$ cat src/rtl/mem_arbiter.sv
// Shares the single main-memory port between I-cache fills, D-cache fills and
// D-cache write-through stores; streams one block per fill into the owning cache.
module mem_arbiter #(
  parameter int BLOCK_WORDS = 8
) (
  input  logic                            clk,
  input  logic                            rst,
  input  logic                            IC_Miss,
  input  logic [15:0]                     IC_MissAddr,
  input  logic                            DC_Miss,
  input  logic [15:0]                     DC_MissAddr,
  input  logic                            DC_WrReq,
  input  logic [15:0]                     DC_WrAddr,
  input  logic [15:0]                     DC_WrData,
  input  logic                            Mem_DataValid,
  input  logic [15:0]                     Mem_DataOut,
  output logic                            Mem_En,
  output logic                            Mem_Wr,
  output logic [15:0]                     Mem_Addr,
  output logic [15:0]                     Mem_DataIn,
  output logic                            IC_FillWr,
  output logic                            DC_FillWr,
  output logic [$clog2(BLOCK_WORDS)-1:0]  Fill_Word,
  output logic [15:0]                     Fill_Data,
  output logic                            IC_FillDone,
  output logic                            DC_FillDone,
  output logic                            DC_WrDone,
  output logic                            Busy
);

  localparam int WIDX = $clog2(BLOCK_WORDS);
  localparam int CW   = WIDX + 1;
  localparam logic [15:0]   BASE_MASK = ~16'(2 * BLOCK_WORDS - 1);
  localparam logic [CW-1:0] LAST_WORD = CW'(BLOCK_WORDS - 1);

  typedef enum logic [1:0] {IDLE, WRITE, FILL, DONE} state_e;

  state_e          state_q, state_d;
  logic            owner_dc_q, owner_dc_d;
  logic [CW-1:0]   issue_cnt_q, issue_cnt_d;
  logic [CW-1:0]   recv_cnt_q, recv_cnt_d;
  logic [CW:0]     flush_q, flush_d, flush_rst;
  logic [CW+1:0]   inflight;
  logic [15:0]     base_q, base_d;
  logic [15:0]     waddr_q, waddr_d;
  logic [15:0]     wdata_q, wdata_d;
  logic            issue_now, accept;

  assign issue_now = (state_q == FILL) && !issue_cnt_q[CW-1];
  // Returns belonging to a fill killed by reset are swallowed by the flush count.
  assign accept    = (state_q == FILL) && Mem_DataValid && (flush_q == '0)
                     && !recv_cnt_q[CW-1];
  assign Fill_Data = Mem_DataOut;
  assign Busy      = (state_q != IDLE);

  assign inflight = (CW+2)'(flush_q) + (CW+2)'(issue_cnt_q) - (CW+2)'(recv_cnt_q)
                    + (CW+2)'(issue_now);

  always_comb begin
    flush_rst = '0;
    if (state_q == FILL && inflight != '0)
      flush_rst = (CW+1)'(inflight - (CW+2)'(Mem_DataValid));
    flush_d = flush_q;
    if (Mem_DataValid && flush_q != '0)
      flush_d = flush_q - 1'b1;
  end

  always_comb begin
    state_d     = state_q;
    owner_dc_d  = owner_dc_q;
    issue_cnt_d = issue_cnt_q;
    recv_cnt_d  = recv_cnt_q;
    base_d      = base_q;
    waddr_d     = waddr_q;
    wdata_d     = wdata_q;
    Mem_En      = 1'b0;
    Mem_Wr      = 1'b0;
    Mem_Addr    = '0;
    Mem_DataIn  = '0;
    IC_FillWr   = 1'b0;
    DC_FillWr   = 1'b0;
    Fill_Word   = '0;
    IC_FillDone = 1'b0;
    DC_FillDone = 1'b0;
    DC_WrDone   = 1'b0;
    unique case (state_q)
      IDLE: begin
        issue_cnt_d = '0;
        recv_cnt_d  = '0;
        if (DC_WrReq) begin
          state_d    = WRITE;
          owner_dc_d = 1'b1;
          waddr_d    = DC_WrAddr;
          wdata_d    = DC_WrData;
        end else if (DC_Miss) begin
          state_d    = FILL;
          owner_dc_d = 1'b1;
          base_d     = DC_MissAddr & BASE_MASK;
        end else if (IC_Miss) begin
          state_d    = FILL;
          owner_dc_d = 1'b0;
          base_d     = IC_MissAddr & BASE_MASK;
        end
      end
      WRITE: begin
        Mem_En     = 1'b1;
        Mem_Wr     = 1'b1;
        Mem_Addr   = waddr_q;
        Mem_DataIn = wdata_q;
        DC_WrDone  = 1'b1;
        state_d    = IDLE;
      end
      FILL: begin
        if (issue_now) begin
          Mem_En      = 1'b1;
          Mem_Addr    = base_q | 16'({issue_cnt_q[WIDX-1:0], 1'b0});
          issue_cnt_d = issue_cnt_q + 1'b1;
        end
        if (accept) begin
          IC_FillWr  = !owner_dc_q;
          DC_FillWr  = owner_dc_q;
          Fill_Word  = recv_cnt_q[WIDX-1:0];
          recv_cnt_d = recv_cnt_q + 1'b1;
          if (recv_cnt_q == LAST_WORD)
            state_d = DONE;
        end
      end
      DONE: begin
        IC_FillDone = !owner_dc_q;
        DC_FillDone = owner_dc_q;
        state_d     = IDLE;
      end
      default: state_d = IDLE;
    endcase
  end

  always_ff @(posedge clk) begin
    if (rst) begin
      state_q     <= IDLE;
      owner_dc_q  <= 1'b0;
      issue_cnt_q <= '0;
      recv_cnt_q  <= '0;
      flush_q     <= flush_rst;
    end else begin
      state_q     <= state_d;
      owner_dc_q  <= owner_dc_d;
      issue_cnt_q <= issue_cnt_d;
      recv_cnt_q  <= recv_cnt_d;
      flush_q     <= flush_d;
    end
  end

  always_ff @(posedge clk) begin
    base_q  <= base_d;
    waddr_q <= waddr_d;
    wdata_q <= wdata_d;
  end

endmodule

$ cat config.mk
export PLATFORM = sky130hd
export DESIGN_NAME = mem_arbiter
export DESIGN_NICKNAME = d
export VERILOG_FILES = /design/src/rtl/mem_arbiter.sv
export SDC_FILE = /design/constraint.sdc
export NUM_CORES = 1
export LEC_CHECK = 0
export BUFFER_PORTS_ARGS = -buffer_cell sky130_fd_sc_hd__buf_2
export CELL_PAD_IN_SITES_DETAIL_PLACEMENT = 1
export CELL_PAD_IN_SITES_GLOBAL_PLACEMENT = 1
export CORE_ASPECT_RATIO = 0.5
export CORE_UTILIZATION = 36
export DETAILED_ROUTE_END_ITERATION = 12
export GPL_ROUTABILITY_DRIVEN = 0
export PLACE_DENSITY_LB_ADDON = 0.05
export SLEW_MARGIN = 0
export SYNTH_ARGS = -nofsm -noshare
export SYNTH_HDL_FRONTEND = slang
export SYNTH_SLANG_ARGS = --single-unit
$ cat constraint.sdc
create_clock -name clk -period 4 [get_ports clk]
set_input_delay 0.2 -clock clk [delete_from_list [all_inputs] [get_ports clk]]
set_output_delay 0.2 -clock clk [all_outputs]
set_load 0.01 [all_outputs]
Yosys cells after proc, flatten, opt, wreduce, memory -nomap -nowiden --
Cells that the tools add are included.
Word-level totals: bits in registers 60, input port bits 86, output and inout port bits 59, logic and storage cells 82
Cells by class: $add $sub $neg 7, eq/ne operators 8, mux-type cells 32, bitwise gates (word level) 2, reduce and logical (&&, ||, !) cells 25
Operators with widths (count):
- 16-bit 2-to-1 mux | 4
- 16-bit case mux with 2 select lines | 1
- 16-bit by 4-bit OR with 16-bit output | 1
- 4-bit case mux with 2 select lines | 2
- 5-bit 2-to-1 mux | 3
- 1-bit 2-to-1 mux | 11
- 2-bit 2-to-1 mux | 5
- 4-bit by 1-bit adder with 4-bit output (second input constant) | 2
- 4-bit 2-to-1 mux | 2
- 2-bit AND reduction | 4
- 2-bit nonzero test | 4
- 5-bit by 4-bit adder with 6-bit output | 1
- 6-bit by 1-bit adder with 6-bit output | 1
- 1-bit logical AND | 6
- 3-bit 2-to-1 mux | 2
- 2-bit case mux with 3 select lines | 1
- 3-bit AND reduction | 2
- 6-bit nonzero test | 1
- 6-bit by 4-bit subtractor with 6-bit output | 1
- 5-bit zero test | 1
- 5-bit nonzero test | 1
- 5-bit by 1-bit subtractor with 5-bit output | 1
- 5-bit by 1-bit subtractor with 5-bit output (second input constant) | 1
- 2-bit equality test (second input constant) | 2
- other kinds (11) | 14

Logic depth before layout (Yosys ltp) --
word-level depth 7, mapped depth 13, gate-level depth less buffers 13

Least setup slack after synthesis --
OpenSTA, ideal clock, no wires.
path type register -> register, from register state_q[0], to register flush_q[4] (data pin), library setup time 0.270 ns, data arrival time 2.649 ns, required time 3.730 ns, slack 1.081 ns, cell stages (with the launch flop) 14, path buffers 0, clock period less this slack 2.919 ns, cell sequence dfxtp_1 -> inv_1 -> ha_1 -> nor2b_1 -> xnor2_1 -> ha_1 -> nor2_1 -> fa_1 -> ha_1 -> nand3b_1 -> nor3_1 -> a221oi_1 -> xor2_1 -> o32ai_1
Between the ends: longest elaborated chain between the ends 7, elaborated cells on any way between the ends 8, those cells by class 2 x add/sub; 1 x eq/ne; 2 x mux; 3 x reduce/logical
RTL lines:
- start: declaration | line 38 | state_e state_q, state_d;
- start signal: assignment | line 145 | state_q <= state_d;
- 2-bit equality test (*) | line 49, 61
- parallel branches: the longest is 4 deep, another holds 6-bit by 1-bit adder with 6-bit output
- 5-bit 2-to-1 mux (*) | line 61 | if (state_q == FILL && inflight != '0)
- 5-bit 2-to-1 mux (*) | line 138 | if (rst) begin
- end signal: assignment | line 143 | flush_q <= flush_rst;
- end signal: assignment | line 149 | flush_q <= flush_d;
- end: declaration | line 42 | logic [CW:0] flush_q, flush_d, flush_rst;
Every way passes the cells marked *. A chain may end at the register's enable or synchronous reset.

Worst setup path after layout --
Ends and elaborated chain as after synthesis.

==> summary.md <==
| Metric | Value |
|---|---|
| Placed cells | 472 |
| IO Port Bufs | 104 |
| EDFF count, synth | 49 |
| Fraction of layout cells with a size suffix above 1 | 0.391 |
| Worst Hold Class | input port to flop |
| Antenna viol nets, final | 0 |
| Hold WS | 0.0403 ns |
| Syn nets | 383 |
| Worst path most repeated cell | ha_1 |
| Crit-path cells | inv_1, ha_1, nor2b_1, xnor2_1, ha_1, nor2_1, fa_1, ha_1, nand3b_1, nor3_1, a221oi_1, xor2_1, o32ai_1 |
| WL met2 | 3910 µm |
| Final Slew Violations | 0 |
| Max rail drop VDD | 264 µV |
| Clock Latency Late Sink | 0.33 ns |
| Synth area leaders | edfxtp_1 44%, dfxtp_1 6.6%, ha_1 5.6% |
| Top-area cell type share of the netlist area | 0.439 |
| CTS Buffer Depth | 2 |
| IO Pins | 145 |
| Mapped cell area | 3350 µm² |
| Failing checks | DRC |
| Normalized max-slew margin | 0.301 |
| Distinct cell type count of the synthesized netlist | 47 |
| Outcome | finished with violations |
| Leak | 1.79 nW |
| Sequential share of the synthesized area | 0.504 |
| Core area | 8860 µm² |
| # rows | 24 |
| Crit share post-route | 0.820 |
| DRT Wirelength | 8440 µm |
| First-pass GRT wire length | 13700 µm |
| Clk sinks | 60 |
| Routed met3 length | 733 µm |
| Final instance area | 4130 µm² |
| Arr. time, crit path | 3.40 ns |
| Non-Filler Instances | 488 |
| Max-cap violations | 0 |
| Vias/cell | 4.90 |
| Top Family by Delay on Critical Path | adder cells |
| Ant diodes | 0 |
| Fillers | 971 |
| Fmax | 305 MHz |
| Fin crit period | 3.28 ns |
| Iter 0 DRT Violations | 88 |
| DP HPWL | 6310 µm |
| TritonCTS buffer count | 9 |
| Largest net degree at the start of global routing | 35 |
| Final setup TNS | 0 ns |
| Drc violations | 16 |
| Root buffer cell | clkbuf_16 |
| Crit. End Element | flop |
| CP Max Fanout | 4 |
| Unrepaired setup endpoints after global routing | false |
| Placed cell areas | 3830 µm² |
| Ys async rst share | 0 |
| Slowest CP cell | fa_1 |
| Max Used Layer | met5 |
| Measured slew at the worst slew-check pin | 1.04 ns |
| Pre-CTS setup slack | 0.655 ns |
| Util after Layout | 0.466 |
| Leading cell type in the layout, fill and taps excluded | buf_2 |
| Post-CTS Resized | 0 |
| Pwr Total | 3.02 mW |
| Pwr dens | 732 nW/µm² |
| GRT overflow | 0 |
| Buf/Inv on CP | 1 |
| #FFs+latches synth | 60 |
| M1 wire length | 3610 µm |
| Area growth syn-to-layout | 23.2% |
| Final worst slack | 0.722 ns |
| Gr usage total | 0.186 |
| First-pass DRT Iterations | 8 |
| # hold bufs at CTS | 0 |
| Fin nets | 471 |
| TritonCTS clock tree | done |
| Initial antenna violation count | 2 |
| Via count | 2390 |
| Synth warnings | 0 |
| Count of final hold-check violations | 0 |
| DR WL/cell | 17.3 µm |
| Clock transition at path regs | 0.06 ns |
| Die Footprint | 9730 µm² |
| Syn_area_per_cell | 12.1 µm² |
| CTS H-tree depth | 3 |
| Most frequent cells in the layout | 104 x buf_2, 49 x edfxtp_1, 24 x and2_1, 21 x inv_1, 16 x nor2_1 |
| Horiz. Die Dim | 138 µm |
| Yosys top cell by area | edfxtp_1 |
| Worst path required time | 4.12 ns |
| Post-synth top flop | edfxtp_1 |
| Critical Path Start Type | flop |
| Post-CTS setup buffer count | 0 |
| Fin Clk Skew | 0.00687 ns |
| Final setup viols | 0 |
| Vias in the first global route | 2694 |
| CP Class | flop to flop |
| Starting density of the core | 0.379 |
| Mapped Cells | 278 |
| Die Y | 70.2 µm |
| CP max stage delay | 0.47 ns |
==> worst paths after layout <==
check | start | to | slack (ns) | cells after the start
worst max-delay path | state_q[0] | flush_q[4] | 0.72 | 13
worst min-delay path | DC_WrData[14] | wdata_q[14] | 0.04 | 1
worst max register to register | state_q[0] | flush_q[4] | 0.72 | 13
worst min register to register | owner_dc_q | owner_dc_q | 0.52 | 2
==> cells by family after synthesis <==
group	count (synthesis)	share of synthesized area
simple gates	78	0.136
compound gates	45	0.116
flops	60	0.504
mux	16	0.0522
xor+xnor	11	0.0287
fa+ha+maj	19	0.0799
buf+inv	49	0.0825
==> worst register-to-register path: stages (launching register included) <==
cell	delay (ns)
dfxtp_1	0.34
inv_1	0.09
ha_1	0.16
nor2b_1	0.31
xnor2_1	0.12
ha_1	0.21
nor2_1	0.14
fa_1	0.47
ha_1	0.28
nand3b_1	0.13
nor3_1	0.06
a221oi_1	0.35
xor2_1	0.12
o32ai_1	0.30
==> cell usage after synthesis, drive strengths merged, types with 2 or more instances <==
master,n
edfxtp,49
and2,25
inv,21
buf,20
nor2,16
a22o,15
ha,15
mux2,12
dfxtp,11
nand2,10
clkbuf,8
a21oi,7
nor3,7
xor2,6
o32ai,5
xnor2,5
fa,4
mux2i,4
a211oi,3
a31oi,3
and3,3
nand2b,3
nor2b,3
o21ai,3
a21o,2
nand3,2
==> registers in the layout (all words and copies together), names as in the netlist <==
| signal | flops |
|---|---|
| waddr_q | 16 |
| wdata_q | 16 |
| base_q | 12 |
| flush_q | 5 |
| issue_cnt_q | 4 |
| recv_cnt_q | 4 |
| state_q | 2 |
| owner_dc_q | 1 |
==> report_power, final <==
| group | switching, mW | internal (mW) | total, mW |
|---|---|---|---|
| Clock | 0.287 | 0.483 | 0.770 |
| Combinational | 0.793 | 0.528 | 1.32 |
| Sequential | 0.0726 | 0.859 | 0.932 |
| Total | 1.15 | 1.87 | 3.02 |
==> per-layer routing <==
layer | vias up | global-route usage
met5 | - | 0
li1 | 1161 | -
met4 | 2 | 0.0787
met3 | 22 | 0.0789
met1 | 1131 | 0.215
met2 | 74 | 0.307
==> area by class of cell <==
class,count,area [µm²],share of cell area
Clock buffer,9,225,0.0545
Clock inverter,7,75.1,0.0182
Inverter,21,78.8,0.0191
Multi-Input combinational cell,169,1390,0.335
Sequential cell,60,1690,0.410
Tap cell,117,146,0.0354
Timing Repair Buffer,105,528,0.128
No activity file was read; power rests on OpenSTA's default activity.
